[src/rtl/tablet_panel_pkg.sv]
// Shared types, cursor encodings and BCD helpers for the tablet-filler front panel.
package tablet_panel_pkg;

  typedef logic [3:0] bcd_t;
  typedef bcd_t [2:0] bcd3_t;  // [2]=hundreds, [1]=tens, [0]=units

  typedef enum logic [1:0] {
    ST_IDLE,
    ST_EDIT,
    ST_COMMIT
  } state_t;

  localparam logic [2:0] POS_TAB_H = 3'd1;
  localparam logic [2:0] POS_TAB_T = 3'd2;
  localparam logic [2:0] POS_TAB_U = 3'd3;
  localparam logic [2:0] POS_BOT_H = 3'd5;
  localparam logic [2:0] POS_BOT_T = 3'd6;
  localparam logic [2:0] POS_BOT_U = 3'd7;

  function automatic logic [31:0] bcd3_to_bin(input bcd3_t d);
    return 32'(d[2]) * 32'd100 + 32'(d[1]) * 32'd10 + 32'(d[0]);
  endfunction

  function automatic bcd_t bcd_inc(input bcd_t d);
    return (d >= 4'd9) ? 4'd0 : d + 4'd1;
  endfunction

  function automatic bcd_t bcd_dec(input bcd_t d);
    return (d == 4'd0) ? 4'd9 : d - 4'd1;
  endfunction

  // Cursor walks the bottle digits first, then the tablet digits, then wraps.
  function automatic logic [2:0] pos_next(input logic [2:0] p);
    logic [2:0] n;
    case (p)
      POS_BOT_H: n = POS_BOT_T;
      POS_BOT_T: n = POS_BOT_U;
      POS_BOT_U: n = POS_TAB_H;
      POS_TAB_H: n = POS_TAB_T;
      POS_TAB_T: n = POS_TAB_U;
      default:   n = POS_BOT_H;
    endcase
    return n;
  endfunction

endpackage

[src/rtl/key_debounce.sv]
// Push-button debouncer: synchronises the raw level and emits a one-cycle pulse on an accepted press.
module key_debounce #(
  parameter int CNT_MAX = 1_000_000
) (
  input  logic clk,
  input  logic rst,
  input  logic raw,
  output logic press
);

  localparam int CW = $clog2(CNT_MAX + 1);
  localparam logic [CW-1:0] CNT_LAST = CW'(CNT_MAX - 1);

  logic          sync0_q;
  logic          sync1_q;
  logic          level_q;
  logic          press_q;
  logic [CW-1:0] cnt_q;

  always_ff @(posedge clk or posedge rst) begin
    if (rst) begin
      sync0_q <= 1'b0;
      sync1_q <= 1'b0;
      level_q <= 1'b0;
      press_q <= 1'b0;
      cnt_q   <= '0;
    end else begin
      sync0_q <= raw;
      sync1_q <= sync0_q;
      press_q <= 1'b0;
      // Any return to the accepted level restarts the stability window.
      if (sync1_q == level_q) begin
        cnt_q <= '0;
      end else if (cnt_q == CNT_LAST) begin
        cnt_q   <= '0;
        level_q <= sync1_q;
        press_q <= sync1_q;
      end else begin
        cnt_q <= cnt_q + 1'b1;
      end
    end
  end

  assign press = press_q;

endmodule

[src/rtl/tablet_set_input.sv]
// Front-panel set-mode editor: debounced buttons drive a 6-digit BCD editor whose
// committed values are published in binary to the filling controller.
module tablet_set_input
  import tablet_panel_pkg::*;
#(
  parameter int CLK_HZ      = 50_000_000,
  parameter int DEBOUNCE_MS = 20,
  parameter int DEF_BOTTLE  = 100,
  parameter int DEF_TABLET  = 50
) (
  input  logic        clk,
  input  logic        rst,
  input  logic        btn_mode,
  input  logic        btn_next,
  input  logic        btn_inc,
  input  logic        btn_dec,
  input  logic        running,
  output logic        set_mod,
  output logic [2:0]  pos,
  output logic [31:0] disp_bottle,
  output logic [31:0] disp_tablet,
  output logic [31:0] bottle_target,
  output logic [31:0] tablet_target,
  output logic        cfg_valid
);

  localparam int DB_RAW = CLK_HZ / 1000 * DEBOUNCE_MS;
  localparam int DB_CNT = (DB_RAW < 1) ? 1 : DB_RAW;

  localparam bcd3_t DEF_BOT_DIG = {bcd_t'((DEF_BOTTLE / 100) % 10),
                                   bcd_t'((DEF_BOTTLE / 10) % 10),
                                   bcd_t'(DEF_BOTTLE % 10)};
  localparam bcd3_t DEF_TAB_DIG = {bcd_t'((DEF_TABLET / 100) % 10),
                                   bcd_t'((DEF_TABLET / 10) % 10),
                                   bcd_t'(DEF_TABLET % 10)};

  logic mode_p, next_p, inc_p, dec_p;

  key_debounce #(.CNT_MAX(DB_CNT)) u_db_mode (.clk(clk), .rst(rst), .raw(btn_mode), .press(mode_p));
  key_debounce #(.CNT_MAX(DB_CNT)) u_db_next (.clk(clk), .rst(rst), .raw(btn_next), .press(next_p));
  key_debounce #(.CNT_MAX(DB_CNT)) u_db_inc  (.clk(clk), .rst(rst), .raw(btn_inc),  .press(inc_p));
  key_debounce #(.CNT_MAX(DB_CNT)) u_db_dec  (.clk(clk), .rst(rst), .raw(btn_dec),  .press(dec_p));

  state_t      state_q;
  logic        set_mod_q;
  logic [2:0]  pos_q;
  logic        commit_q;
  bcd3_t       bot_w_q, tab_w_q;
  bcd3_t       bot_c_q, tab_c_q;
  bcd3_t       tab_fix_d;
  logic [1:0]  didx;

  // pos 1/5 -> hundreds (2), 2/6 -> tens (1), 3/7 -> units (0)
  assign didx = 2'd3 - pos_q[1:0];

  // A zero tablet count would fill empty bottles, so it commits as 001.
  always_comb begin
    tab_fix_d = tab_w_q;
    if (tab_w_q == '0) tab_fix_d[0] = 4'd1;
  end

  // ---- editor stage: FSM, working and committed digits ----
  always_ff @(posedge clk or posedge rst) begin
    if (rst) begin
      state_q   <= ST_IDLE;
      set_mod_q <= 1'b0;
      pos_q     <= POS_BOT_H;
      commit_q  <= 1'b0;
      bot_w_q   <= DEF_BOT_DIG;
      tab_w_q   <= DEF_TAB_DIG;
      bot_c_q   <= DEF_BOT_DIG;
      tab_c_q   <= DEF_TAB_DIG;
    end else begin
      commit_q <= 1'b0;
      case (state_q)
        ST_IDLE: begin
          if (mode_p && !running) begin
            bot_w_q   <= bot_c_q;
            tab_w_q   <= tab_c_q;
            pos_q     <= POS_BOT_H;
            set_mod_q <= 1'b1;
            state_q   <= ST_EDIT;
          end
        end
        ST_EDIT: begin
          if (mode_p) begin
            state_q <= ST_COMMIT;
          end else if (next_p) begin
            pos_q <= pos_next(pos_q);
          end else if (inc_p) begin
            if (pos_q[2]) bot_w_q[didx] <= bcd_inc(bot_w_q[didx]);
            else          tab_w_q[didx] <= bcd_inc(tab_w_q[didx]);
          end else if (dec_p) begin
            if (pos_q[2]) bot_w_q[didx] <= bcd_dec(bot_w_q[didx]);
            else          tab_w_q[didx] <= bcd_dec(tab_w_q[didx]);
          end
        end
        ST_COMMIT: begin
          tab_w_q   <= tab_fix_d;
          bot_c_q   <= bot_w_q;
          tab_c_q   <= tab_fix_d;
          commit_q  <= 1'b1;
          set_mod_q <= 1'b0;
          pos_q     <= POS_BOT_H;
          state_q   <= ST_IDLE;
        end
        default: state_q <= ST_IDLE;
      endcase
    end
  end

  logic [31:0] bot_tgt_q, tab_tgt_q, disp_bot_q, disp_tab_q;
  logic        cfg_valid_q;

  // ---- conversion stage: registered BCD->binary, cfg_valid tracks target update ----
  always_ff @(posedge clk or posedge rst) begin
    if (rst) begin
      bot_tgt_q   <= 32'(DEF_BOTTLE);
      tab_tgt_q   <= 32'(DEF_TABLET);
      disp_bot_q  <= 32'(DEF_BOTTLE);
      disp_tab_q  <= 32'(DEF_TABLET);
      cfg_valid_q <= 1'b0;
    end else begin
      bot_tgt_q   <= bcd3_to_bin(bot_c_q);
      tab_tgt_q   <= bcd3_to_bin(tab_c_q);
      disp_bot_q  <= bcd3_to_bin(set_mod_q ? bot_w_q : bot_c_q);
      disp_tab_q  <= bcd3_to_bin(set_mod_q ? tab_w_q : tab_c_q);
      cfg_valid_q <= commit_q;
    end
  end

  assign set_mod       = set_mod_q;
  assign pos           = pos_q;
  assign disp_bottle   = disp_bot_q;
  assign disp_tablet   = disp_tab_q;
  assign bottle_target = bot_tgt_q;
  assign tablet_target = tab_tgt_q;
  assign cfg_valid     = cfg_valid_q;

endmodule
[config.mk]
export PLATFORM = sky130hd
export DESIGN_NAME = tablet_set_input
export DESIGN_NICKNAME = d
export VERILOG_FILES = /design/src/rtl/tablet_panel_pkg.sv /design/src/rtl/key_debounce.sv /design/src/rtl/tablet_set_input.sv
export SDC_FILE = /design/constraint.sdc
export NUM_CORES = 1
export LEC_CHECK = 0
export ABC_AREA = 1
export BUFFER_PORTS_ARGS = -buffer_cell sky130_fd_sc_hd__buf_2
export CORE_MARGIN = 8
export CORE_UTILIZATION = 30
export CTS_CLUSTER_DIAMETER = 200
export DETAILED_ROUTE_END_ITERATION = 10
export GPL_TIMING_DRIVEN = 0
export PLACE_DENSITY = 0.5
export SYNTH_ARGS = -nofsm -noshare
export SYNTH_HDL_FRONTEND = slang
export SYNTH_SLANG_ARGS = --single-unit
[constraint.sdc]
create_clock -name clk -period 5.35 [get_ports clk]
set_input_delay 0.2675 -clock clk [delete_from_list [all_inputs] [get_ports clk]]
set_output_delay 0.2675 -clock clk [all_outputs]
set_load 0.05 [all_outputs]
[Word level (Yosys, flattened, before mapping)]
Cells that the tools add are included.
Word-level totals
  flip-flop bits (word level): 204
  input bits: 7
  output and inout port bits: 133
  logic and storage cells: 180
Cells by class
  add/sub/neg operators: 17
  multiply operators: 8
  $lt $le $gt $ge: 4
  equality and inequality tests: 25
  multiplexer cells: 60
  bitwise operators: 5
  reduce and logical (&&, ||, !) cells: 20
Operators with widths (count)
  two-way mux 12 bit: 16
  two-way mux 20 bit: 8
  adder 20 x 1 -> 20 bit (second input constant): 4
  == test 20 bit (second input constant): 4
  adder 12 x 4 -> 13 bit: 4
  adder 11 x 8 -> 12 bit: 4
  bitwise mux 12 bit: 4
  multiplier 4 x 5 -> 9 bit (second input constant): 4
  case mux 12 bit (3 select lines): 1
  two-way mux 4 bit: 8
  multiplier 4 x 3 -> 7 bit (second input constant): 4
  case mux 12 bit (2 select lines): 1
  binary-select mux 4 bit (select 2 bit): 2
  case mux 3 bit (5 select lines): 1
  AND reduction 7 bit: 2
  zero test 12 bit: 1
  inequality test 3 bit (second input constant): 4
  AND reduction 2 bit: 6
  two-way mux 1 bit: 10
  == test 3 bit (second input constant): 3
  two-way mux 3 bit: 3
  case mux 3 bit (3 select lines): 1
  adder 4 x 1 -> 4 bit (second input constant): 2
  demux 4 bit (select 2 bit): 1
  other kinds (25): 41

[Depth between registers and ports, before layout]
Gate-level depths: netlist of the first run.
  depth in word-level cells: 12
  mapped depth: 19
  depth with buffers taken out: 18

[By module]
From an unflattened synthesis of the first run, not the netlist that was laid out.
Second synthesis, totals
  cell total of the unflattened synthesis: 1602
  area total of the unflattened synthesis: 13355.3 µm²
Modules (own cells, without submodules)
  tablet_set_input: instances 1, cells an instance 946, area each 8160.3 µm², sequential area each 2627.5 µm²
  key_debounce: instances 4, cells an instance 164, area each 1298.7 µm², sequential area each 600.6 µm²

[Worst setup path before layout of the first run]
No wires, ideal clock.
  kind: reg2reg
  from: register set_mod_q, in the netlist set_mod
  to: register disp_bot_q[10], in the netlist disp_bottle[10]
  setup time: 0.128 ns
  data arrival time: 3.888 ns
  required time: 5.222 ns
  setup slack: 1.334 ns
  cell stages (with the launch flop): 18
  path buffers: 2
  clock period less this slack: 4.016 ns
  path through: dfrtp_1 clkbuf_1 clkbuf_1 nand2_1 o21ai_0 ha_1 ha_1 fa_1 ha_1 ha_1 nand2_1 o21ai_0 a21oi_1 o21ai_0 nand2_1 nand2_1 nand2_1 xor2_1
Between the ends
  cells in the longest elaborated chain, start to end: 4
  elaborated cells between the ends (all ways): 5
  those cells by class: add/sub (2); mul (2); mux (1)
Ends and longest elaborated chain
  start, declared: line tablet_set_input.sv:45  | logic set_mod_q;
  start signal, assigned: line tablet_set_input.sv:66  | set_mod_q <= 1'b0;
  start signal, assigned: line tablet_set_input.sv:81  | set_mod_q <= 1'b1;
  start signal, assigned: line tablet_set_input.sv:103  | set_mod_q <= 1'b0;
  two-way mux 12 bit (*): line tablet_set_input.sv:126  | disp_bot_q <= bcd3_to_bin(set_mod_q ? bot_w_q : bot_c_q);
  multiplier 4 x 5 -> 9 bit or multiplier 4 x 3 -> 7 bit (tied branches): line tablet_panel_pkg.sv:21  | return 32'(d[2]) * 32'd100 + 32'(d[1]) * 32'd10 + 32'(d[0]);
  adder 11 x 8 -> 12 bit: line tablet_panel_pkg.sv:21
  adder 12 x 4 -> 13 bit (*): line tablet_panel_pkg.sv:21
  end signal, assigned: line tablet_set_input.sv:120  | disp_bot_q <= 32'(DEF_BOTTLE);
  end signal, assigned: line tablet_set_input.sv:126
  end, declared: line tablet_set_input.sv:112  | logic [31:0] bot_tgt_q, tab_tgt_q, disp_bot_q, disp_tab_q;
Mark *: on every way between the ends. The rest lies on a longest branch, timed or not.
A chain may end at the register's enable or synchronous reset.

[Final worst setup path of the first run]
Same ends and word-level chain as after synthesis.

==> results of run 1 <==
==> layout make-up <==
type / count / area [um2] / area share (%)
multi-input cells: 1078 / 6639 / 44.51
clock inverters: 14 / 137.6 / 0.9227
repair buffers: 69 / 445.4 / 2.986
well taps: 546 / 683.2 / 4.580
inverters: 220 / 842.1 / 5.645
plain buffers: 100 / 699.4 / 4.689
flip-flops and latches: 200 / 5030 / 33.72
clock buffers: 18 / 439.2 / 2.944
==> flip-flops by register name, summed over array words and instances, names as in the netlist, 2 cells and up <==
register / count
u_db_dec.cnt_q: 20
u_db_inc.cnt_q: 20
u_db_mode.cnt_q: 20
u_db_next.cnt_q: 20
bot_c_q: 12
bot_w_q: 12
bottle_target: 12
disp_bottle: 12
disp_tablet: 12
tab_c_q: 12
tablet_target: 12
tab_fix_d: 8
tab_w_q: 4
pos: 3
state_q: 2
==> cell families after synthesis <==
kind of cell | count (synthesis) | synth area share, %
xor+xnor | 81 | 5.495
compound gates | 220 | 9.576
buf+inv | 320 | 11.91
fa+ha+maj | 137 | 14.44
other cells | 1 | 0.02905
flops | 200 | 38.96
simple gates | 560 | 19.59
==> worst max-delay path, cell delays in order, from the launching register on <==
cell and delay [ns]:
dfrtp_1 0.41, clkbuf_1 0.34, clkbuf_1 0.52, nand2_1 0.10, o21ai_0 0.19, ha_1 0.32, ha_1 0.22, fa_1 0.45
ha_1 0.29, ha_1 0.35, nand2_1 0.06, o21ai_0 0.27, a21oi_1 0.11, o21ai_0 0.27, nand2_1 0.10, nand2_1 0.07
nand2_1 0.05, xor2_1 0.14
==> worst paths after layout <==
| kind | from | end | slack [ns] |
|---|---|---|---|
| min reg2reg | u_db_next.sync0_q$_DFF_PP0_ | u_db_next.sync1_q$_DFF_PP0_ | 0.36 |
| max in group asynchronous | rst | tablet_target[5]$_DFF_PP1_ | 3.76 |
| max | set_mod$_DFFE_PP0P_ | disp_bottle[10]$_DFF_PP0_ | 0.98 |
| min in group asynchronous | rst | disp_bottle[1]$_DFF_PP0_ | 0.42 |
| max reg2reg | set_mod$_DFFE_PP0P_ | disp_bottle[10]$_DFF_PP0_ | 0.98 |
| min | running | state_q[1]$_DFFE_PP0P_ | 0.33 |
==> per-layer routing <==
layer / part of all wire [%] / up-vias / GRT usage (%)
li1: - / 5070 / -
met1: 47 / 4647 / 15.05
met2: 48 / 144 / 20.12
met3: 3.1 / 31 / 1.852
met4: 1.7 / 0 / 3.611
met5: 0 / - / 0
==> synth_stat cells (6+ instances only) <==
master,count
inv_2,10
nor3_1,33
xnor2_1,18
o21ai_1,6
nand2_2,8
nor2_2,12
buf_4,81
inv_1,207
a21boi_1,8
dfstp_2,20
nor4_1,8
xor2_1,63
dfrtp_1,180
a21oi_1,84
fa_1,20
nand2_1,272
a22oi_1,6
clkbuf_1,11
nand3_1,57
a21oi_2,8
nand3_2,6
o21ai_0,85
o21a_1,6
nand4_1,21
ha_1,117
nor2_1,123
==> placed cells by master, fill, tap and decap left out, types with 4 or more instances in the layout <==
cell | netlist | layout
nand4_1 | 21 | 21
fa_1 | 20 | 20
a21boi_1 | 8 | 8
nor4_1 | 8 | 8
xor2_1 | 63 | 63
dlygate4sd3_1 | 0 | 5
buf_12 | 0 | 5
inv_1 | 207 | 206
nand2_1 | 272 | 272
clkbuf_16 | 0 | 17
nand2_2 | 8 | 8
nor2_1 | 123 | 123
buf_4 | 81 | 81
inv_6 | 2 | 8
a21oi_1 | 84 | 84
dfstp_2 | 20 | 20
o21a_1 | 6 | 6
inv_2 | 10 | 10
o21ai_1 | 6 | 6
nor3_2 | 4 | 4
a21oi_2 | 8 | 8
xnor2_1 | 18 | 18
ha_1 | 117 | 117
nor2_2 | 12 | 12
clkbuf_1 | 11 | 11
buf_2 | 4 | 63
nand3_1 | 57 | 57
a31oi_1 | 5 | 5
conb_1 | 1 | 80
clkinvlp_4 | 0 | 5
o21ai_0 | 85 | 85
nor3_1 | 33 | 33
dfrtp_1 | 180 | 180
nand3_2 | 6 | 6
a22oi_1 | 6 | 6
==> power breakdown <==
group          switching, uW  internal [uW]  leakage, uW  total (uW)
logic                    184           62.2      0.00470         246
clock network            628            667     0.000273        1300
registers               6.58           1520      0.00248        1530
total                    819           2250      0.00745        3070
==> metrics by stage <==
stage                     util (%)  std cells  worst slack [ns]  hold WS, ns
final                        34.86       2245            0.9753       0.3305
after global routing         34.86       2245            0.5352       0.3211
after CTS                    34.86       2245            0.9077       0.2955
after detailed placement     33.39       2208            0.9327       0.3417
after global placement       33.16       2203            0.9399       0.3382
after floorplan                  -       1598             1.334       0.2989
==> results.md, run 1 <==
* number of antenna violations at the first check in global routing: 0
* latest clock arrival within the worst-skew pair: 0.45 ns
* number of standard-cell rows in the floorplan: 76
* Sum Neg Setup Slack: 0 ns
* Chip Height: 223.4 um
* clock skew after layout: 0.01384 ns
* async set or reset register ratio after synthesis: 100.0%
* number of max-capacitance violations reported: 0
* maximum net fanout on the critical path: 10
* detailed-route wire length per cell: 12.82 um
* number of setup buffers added after CTS: 0
* average cell area after synthesis: 8.499 um2
* run status: finished, final reports clean
* via/cell ratio: 4.406
* CP required: 5.68 ns
* Max Slew Vio Count: 0
* hold buffer count at CTS: 5
* category of the worst setup path capture point: flip-flop
* hold path cells: 4
* residual antenna-violating net count after detailed routing: 0
* HPWL reported at the end of detailed placement: 22740 um
* cell leakage power: 0.007448 uW
* area delta synth->final: 15.54%
* peak clock frequency supported by timing: 228.6 MHz
* top post-synthesis cells by area: dfrtp_1 35%, ha_1 11%, nand2_1 7.9%, inv_1 6.0%, buf_4 4.7%
* Iter 0 DRT Violations: 573
* layout cell share with drive strength beyond 1: 15.95%
* data arrival time of the worst path: 4.70 ns
* clk slew on worst S/H paths: 0.08 ns
* die area: 49930 um2
* number of unique standard cell types used by synthesis: 51
* number of storage elements in the synthesis netlist: 200
* Finished Cell Area: 14920 um2
* Placed Area: 14290 um2
* GRT Overall Usage: 11.75%
* Core Footprint: 42790 um2
* starting density of the core: 30.17%
* count of buffers from port buffering: 59
* post-layout minimum cycle time: 4.375 ns
* gate count after technology mapping: 1519
* cell taking the most area after synthesis: dfrtp_1
* final-stage net count: 1830
* total power divided by cell area: 205.8 nW/um2
* Setup Crit Path Kind: flip-flop to flip-flop
* slew of the pin with the lowest slew margin: 0.6564 ns
* area fraction of the dominant cell type after synthesis: 34.89%
* Warnings, synthesis: 0
* final clock period utilization by the worst path: 81.77%
* unrepaired setup endpoints after global routing: no
* pin count of the biggest net entering global routing: 42
* path type of the worst min-delay path: input pin to flip-flop
* Seq/Total Area, Yosys: 38.96%
* post-layout power: 3070 uW
* Mapped Area: 12910 um2
* leftover overflow at the end of global routing: 0
* number of buffers inserted during clock tree synthesis: 17
* worst IR drop on VDD: 0.0002221 V
* FILL cells: 4363
* element type at the critical path start: flip-flop
* count of flip-flops with a built-in enable after synthesis: 0
* maximum root-to-sink buffer count: 2
* total DRC errors in the routed layout: 0
* count of TritonRoute iterations in the first routing pass: 5
* clock tree from TritonCTS: built
* number of cells on the worst reg-to-reg path: 17
* post-cts repair resize count: 0
* first-pass GRT wire length: 48720 um
* maximum level of the CTS H-tree: 4
* Post-synth top flop: dfrtp_1
* Relative slew margins: 55.77%
* count of endpoints failing hold in the final timing report: 0
* weighted congestion at the end of routability-driven global placement: 0.8437
* I/O pin count: 140
* vias post-DR: 9892
* final number of setup-violating endpoints: 0
* Root Driver: clkbuf_16
* final wirelength: 28780 um
* number of sinks handled by clock tree synthesis: 200
* Die Span X: 223.4 um
* number of global-route vias before repair: 9830
* number of diodes added for antenna fixing: 0
No activity file was read; power rests on OpenSTA's default activity.
==> inputs of run 2 (changes only) <==
--- a/config.mk
+++ b/config.mk
@@ -5,14 +5,14 @@
 export SDC_FILE = /design/constraint.sdc
 export NUM_CORES = 1
 export LEC_CHECK = 0
-export ABC_AREA = 1
+export ABC_AREA = 0
 export BUFFER_PORTS_ARGS = -buffer_cell sky130_fd_sc_hd__buf_2
 export CORE_MARGIN = 8
 export CORE_UTILIZATION = 30
 export CTS_CLUSTER_DIAMETER = 200
 export DETAILED_ROUTE_END_ITERATION = 10
 export GPL_TIMING_DRIVEN = 0
-export PLACE_DENSITY = 0.5
+export PLACE_DENSITY = 0.48
 export SYNTH_ARGS = -nofsm -noshare
 export SYNTH_HDL_FRONTEND = slang
 export SYNTH_SLANG_ARGS = --single-unit
==> constraint.sdc (replaced) <==
create_clock -name clk -period 4.1 [get_ports clk]
set_input_delay 0.205 -clock clk [delete_from_list [all_inputs] [get_ports clk]]
set_output_delay 0.205 -clock clk [all_outputs]
set_load 0.05 [all_outputs]
==> run 2 against run 1 <==
Against the previous run:
- non-clock buffer count rose by 5
- flip-flop and latch count stayed put
- clock power grew 30%
- global-route usage decreased by 0.29 points
- maximum frequency rose by 14%
- first-iteration DRC count is 32% lower
- setup slack worse by 0.71 ns
- cell area decreased by 3.3%
- cell count is 15% lower
- critical path type unchanged
- largest cell class unchanged
==> results.md, run 2 <==
* multiplexer fraction of the synthesized cell area: 5.010%
* element type at the critical path start: flip-flop
* number of unique standard cell types used by synthesis: 66
* clk slew on worst S/H paths: 0.07 ns
* maximum net fanout on the critical path: 10
* path type of the worst min-delay path: input pin to flip-flop
* number of buffers inserted during clock tree synthesis: 17
* number of diodes added for antenna fixing: 0
* area fraction of the dominant cell type after synthesis: 36.29%
* number of standard-cell rows in the floorplan: 74
* residual antenna-violating net count after detailed routing: 0
* post-layout minimum cycle time: 3.834 ns
* Root Driver: clkbuf_16
* FILL cells: 4105
* combinational family with the most area after synthesis: adder cells
* gate count after technology mapping: 1196
* area delta synth->final: 16.23%
* post-layout power: 4006 uW
* total power divided by cell area: 277.7 nW/um2
* count of TritonRoute iterations in the first routing pass: 5
* maximum root-to-sink buffer count: 2
* fraction of the mapped netlist area in adder cells: 15.02%
* total DRC errors in the routed layout: 0
* number of storage elements in the synthesis netlist: 200
* HPWL reported at the end of detailed placement: 20550 um
* final wirelength: 26750 um
* vias post-DR: 8588
* final number of setup-violating endpoints: 0
* category of the worst setup path capture point: flip-flop
* fraction of synthesized cell area in xor and xnor cells: 8.044%
* unrepaired setup endpoints after global routing: no
* Setup Crit Path Kind: flip-flop to flip-flop
* CP required: 4.46 ns
* cell types with the highest counts after synthesis: 180 x dfrtp_1, 129 x nor2_1, 117 x ha_1, 81 x buf_4, 65 x nand2_1
* average cell area after synthesis: 10.38 um2
* detailed-route wire length per cell: 14.02 um
* weighted congestion at the end of routability-driven global placement: 0.8341
* Relative slew margins: 45.52%
* layout cell share with drive strength beyond 1: 20.49%
* final hold slack: 0.08841 ns
* post-synthesis share of cell area spent on and, or, nand and nor gates: 13.72%
* count of endpoints failing hold in the final timing report: 0
* Warnings, synthesis: 0
* compound-gate portion of the synthesized area: 9.859%
* data arrival time of the worst path: 4.20 ns
* Chip Height: 219.4 um
* cell leakage power: 0.007374 uW
* slew of the pin with the lowest slew margin: 0.8154 ns
* async set or reset register ratio after synthesis: 100.0%
* Max Slew Vio Count: 0
* top post-synthesis cells by area: dfrtp_1 36%, ha_1 12%, buf_4 4.9%, mux2_2 4.4%, xnor2_1 4.3%
* utilization after layout: 35.33%
* latest clock arrival within the worst-skew pair: 0.45 ns
* peak clock frequency supported by timing: 260.8 MHz
* leftover overflow at the end of global routing: 0
* most instantiated library cell after synthesis: dfrtp_1
* number of max-capacitance violations reported: 0
* Post-synth top flop: dfrtp_1
* first-pass GRT wire length: 44990 um
* Seq/Total Area, Yosys: 40.52%
* starting density of the core: 30.40%
* maximum level of the CTS H-tree: 4
* number of sinks handled by clock tree synthesis: 200
* final-stage net count: 1507
* clock tree from TritonCTS: built
* I/O pin count: 140
* final clock period utilization by the worst path: 93.52%
* Sum Neg Setup Slack: 0 ns
* die area: 48140 um2
* run status: finished, final reports clean
* worst IR drop on VDD: 0.0001920 V
* Mapped Area: 12410 um2
* via/cell ratio: 4.501
* commonest non-fill, non-tap cells in the layout: 179 x dfrtp_1, 129 x nor2_1, 117 x ha_1, 81 x buf_4, 80 x conb_1
* Core Footprint: 40830 um2
* most common library cell in the layout ignoring fill and taps: dfrtp_1
* count of flip-flops with a built-in enable after synthesis: 0
* Die Span X: 219.4 um
* GRT Overall Usage: 11.46%
* count of buffers from port buffering: 59
* pin count of the biggest net entering global routing: 41
* number of antenna violations at the first check in global routing: 1
* number of setup buffers added after CTS: 0
* number of global-route vias before repair: 8725
* Iter 0 DRT Violations: 389
* clock skew after layout: 0.01835 ns
* cell taking the most area after synthesis: dfrtp_1
run 2: worst max-delay path: stages, from the launching register on:
cell and delay [ns]:
dfrtp_2 0.35, buf_2 0.29, clkbuf_4 0.32, mux2_2 0.39, ha_1 0.28, ha_1 0.22, fa_1 0.44, ha_1 0.29
ha_1 0.32, o21ai_0 0.14, a21boi_1 0.28, o211ai_1 0.12, a21oi_1 0.17, xor2_1 0.15
run 2: worst paths after layout:
check	startpoint	endpoint	slack, ns	cells past startpoint
worst max-delay path	set_mod$_DFFE_PP0P_	disp_bottle[10]$_DFF_PP0_	0.27	13
worst min-delay path	running	state_q[0]$_DFFE_PP0P_	0.09	3
worst max register to register	set_mod$_DFFE_PP0P_	disp_bottle[10]$_DFF_PP0_	0.27	13
worst min register to register	u_db_next.sync0_q$_DFF_PP0_	u_db_next.sync1_q$_DFF_PP0_	0.35	0
max in group asynchronous	rst	bottle_target[2]$_DFF_PP1_	2.48	6
min in group asynchronous	rst	u_db_dec.cnt_q[3]$_DFF_PP0_	0.45	3
run 2: area by class of cell:
| class | instances | area (um2) | area share (%) |
|---|---|---|---|
| Clock buffer | 19 | 442.9 | 3.070 |
| Buffer | 105 | 737.0 | 5.108 |
| Clock inverter | 13 | 137.6 | 0.9540 |
| Tap cell | 532 | 665.6 | 4.614 |
| Sequential cell | 200 | 5031 | 34.87 |
| Multi-Input combinational cell | 907 | 6726 | 46.63 |
| Inverter | 63 | 240.2 | 1.665 |
| Timing Repair Buffer | 69 | 445.4 | 3.088 |
run 2: logic make-up (layout without fill, tap and decap cells):
group                      Yosys count  after routing
and+or+nand+nor                    348            348
muxes                               55             55
AOI/OAI and AO/OA                  173            173
xor gates and xnor gates           114            114
adders and majority gates          137            137
buffers and inverters              168            269
other                                1             80
DFF                                200            200
run 2: routing by layer:
layer	track usage, %	up-vias	part of all wire, %
met5	0	-	0.060
met4	3.915	2	1.5
met3	2.162	26	3.0
met2	19.72	118	50
met1	14.21	4118	45
li1	-	4324	-
run 2: power breakdown:
| part | total [uW] | internal, uW | switching [uW] |
|---|---|---|---|
| clock network | 1690 | 875 | 816 |
| logic | 316 | 81.0 | 235 |
| registers | 2000 | 1990 | 13.1 |
run 2: repair_timing:
action                                  CTS  global route
endpoints found under the setup margin    7             7
hold endpoints to repair                 37             0
resized for setup                         3             6
hold buffers                              5             0
run 2: stage by stage:
step	setup slack, ns	std cells	area, um2
2_1_floorplan	0.1176	1275	12710
6_report	0.2658	1908	14430
5_1_grt	0.01127	1908	14430
3_3_place_gp	-0.4604	1866	13680
3_5_place_dp	-0.2425	1871	13780
4_1_cts	0.02355	1908	14420
==> inputs of run 3 (changes only) <==
--- a/config.mk
+++ b/config.mk
@@ -13,6 +13,8 @@
 export DETAILED_ROUTE_END_ITERATION = 10
 export GPL_TIMING_DRIVEN = 0
 export PLACE_DENSITY = 0.48
+export SETUP_SLACK_MARGIN = 0.4
+export SLEW_MARGIN = 20
 export SYNTH_ARGS = -nofsm -noshare
 export SYNTH_HDL_FRONTEND = slang
 export SYNTH_SLANG_ARGS = --single-unit
==> run 3 against run 2 <==
Against the previous run:
- routed wire length is 0.61% higher
- largest cell class unchanged
- highest routed layer unchanged
- combinational power increased by 2%
- hold slack worse by 0.010 ns
- cell count grew 0.16%
- utilization increased by 0.31 points
- clock skew decreased by 0.0064 ns
==> results.md, run 3 (synthesis results as in run 2) <==
* latest clock arrival within the worst-skew pair: 0.45 ns
* combinational fraction of design power: 8.1%
* vias post-DR: 8609
* via/cell ratio: 4.505
* number of buffers inserted during clock tree synthesis: 17
* HPWL reported at the end of detailed placement: 20790 um
* final-stage net count: 1510
* number of standard-cell rows in the floorplan: 74
* Sum Neg Setup Slack: 0 ns
* maximum root-to-sink buffer count: 2
* number of cells on the worst reg-to-reg path: 12
* Sw Share: 27.73%
* first-pass GRT wire length: 45270 um
* FF+latch area: 5031 um2
* post-layout minimum cycle time: 3.551 ns
* worst IR drop on VDD: 0.0001925 V
* unrepaired setup endpoints after global routing: no
* element type at the critical path start: flip-flop
* weighted congestion at the end of routability-driven global placement: 0.8159
* commonest non-fill, non-tap cells in the layout: 179 x dfrtp_1, 129 x nor2_1, 115 x ha_1, 82 x buf_4, 80 x conb_1
* Die Span X: 219.4 um
* residual antenna-violating net count after detailed routing: 0
* count of buffers from port buffering: 59
* number of diodes added for antenna fixing: 0
* leftover overflow at the end of global routing: 0
* maximum level of the CTS H-tree: 4
* internal power: 2874 uW
* clock skew after layout: 0.01198 ns
* clk slew on worst S/H paths: 0.08 ns
* maximum net fanout on the critical path: 10
* number of global-route vias before repair: 8807
* most common library cell in the layout ignoring fill and taps: dfrtp_1
* number of sinks handled by clock tree synthesis: 200
* hold path cells: 3
* data arrival time of the worst path: 3.88 ns
* final number of setup-violating endpoints: 0
* Chip Height: 219.4 um
* path type of the worst min-delay path: input pin to flip-flop
* final hold slack: 0.07839 ns
* die area: 48140 um2
* pin count of the biggest net entering global routing: 32
* layout cell share with drive strength beyond 1: 21.10%
* run status: finished, final reports clean
* total DRC errors in the routed layout: 0
* GRT Overall Usage: 11.47%
* Max Slew Vio Count: 0
* Iter 0 DRT Violations: 443
* count of TritonRoute iterations in the first routing pass: 4
* peak clock frequency supported by timing: 281.6 MHz
* final clock period utilization by the worst path: 86.62%
* switching component of the power: 1103 uW
* cell leakage power: 0.007410 uW
* Root Driver: clkbuf_16
* Multi-input gate area: 6783 um2
* sequential group share of total power: 50.3%
* total power divided by cell area: 273.3 nW/um2
* clock tree from TritonCTS: built
* number of antenna violations at the first check in global routing: 1
* Core Footprint: 40830 um2
* FILL cells: 4079
* area delta synth->final: 17.24%
* detailed-route wire length per cell: 14.08 um
* count of endpoints failing hold in the final timing report: 0
* category of the worst setup path capture point: flip-flop
* Setup Crit Path Kind: flip-flop to flip-flop
* final wirelength: 26910 um
* relative contribution of the clock network to total power: 41.7%
* Relative slew margins: 48.42%
* number of max-capacitance violations reported: 0
* I/O pin count: 140
* starting density of the core: 30.40%
* CP required: 4.43 ns
* slew of the pin with the lowest slew margin: 0.7737 ns
## run 3: cell types whose count changed in the layout (fill, tap and decap cells not counted), sizes merged
cell,before,now
clkbuf,30,28
clkinv,2,6
inv,68,69
buf,158,161
bufinv,1,0
clkinvlp,5,3
## run 3: layout make-up
class / instances / area share (%)
buffer: 105 / 5.331
inverter: 63 / 1.651
multi-input combinational: 907 / 46.61
clock buffer: 17 / 2.923
sequential: 200 / 34.57
clock inverter: 15 / 0.9458
tap: 532 / 4.574
timing repair buffer: 72 / 3.388
## run 3: worst max-delay path: stages, from the launching register on
cell       delay (ns)
dfrtp_2          0.38
clkbuf_16        0.18
buf_12           0.14
mux2_2           0.37
ha_1             0.30
ha_1             0.23
fa_1             0.44
ha_1             0.32
ha_4             0.26
nor2b_1          0.13
o21a_1           0.22
o41ai_4          0.34
xnor2_1          0.11
## run 3: per-stage QoR
step,power [uW],worst slack [ns],std cells,util (%),area [um2]
floorplan,2309,0.4130,1275,-,12730
global placement,2337,-0.4103,1866,33.54,13690
detailed placement,2354,0.03669,1873,33.88,13830
CTS,4045,0.4250,1910,35.49,14490
global route,4142,0.3955,1911,35.64,14550
finish,3976,0.5487,1911,35.64,14550
## run 3: final timing paths
path,startpoint,to,slack [ns]
min in group asynchronous,rst,u_db_next.sync1_q$_DFF_PP0_,0.22
worst min register to register,u_db_next.sync0_q$_DFF_PP0_,u_db_next.sync1_q$_DFF_PP0_,0.35
worst min-delay path,running,state_q[0]$_DFFE_PP0P_,0.08
max in group asynchronous,rst,disp_tablet[4]$_DFF_PP1_,2.75
worst max-delay path,set_mod$_DFFE_PP0P_,disp_tablet[9]$_DFF_PP0_,0.55
worst max register to register,set_mod$_DFFE_PP0P_,disp_tablet[9]$_DFF_PP0_,0.55
## run 3: power groups by stage
stage / Sequential, uW / Clock (uW) / Combinational [uW]
2_1_floorplan: 2030 / 0 / 275
3_3_place_gp: 2040 / 0 / 300
3_5_place_dp: 2040 / 0 / 317
4_1_cts: 2000 / 1730 / 321
5_1_grt: 2000 / 1790 / 347
6_report: 2000 / 1660 / 322
## run 3: layer usage
layer | track usage, % | share of wire, %
met1 | 14.61 | 45
met2 | 19.40 | 50
met3 | 1.900 | 3.0
met4 | 4.048 | 2.0
met5 | 0 | 0.045
## run 3: repair_timing
| item | in CTS | in global routing |
|---|---|---|
| setup endpoints to repair | 9 | 8 |
| hold buffers | 5 | 0 |
| hold endpoints to repair | 58 | 0 |
| gates resized for setup | 9 | 11 |
| gates cloned | 0 | 0 |
| setup buffers | 0 | 1 |
| pin swaps | 1 | 6 |
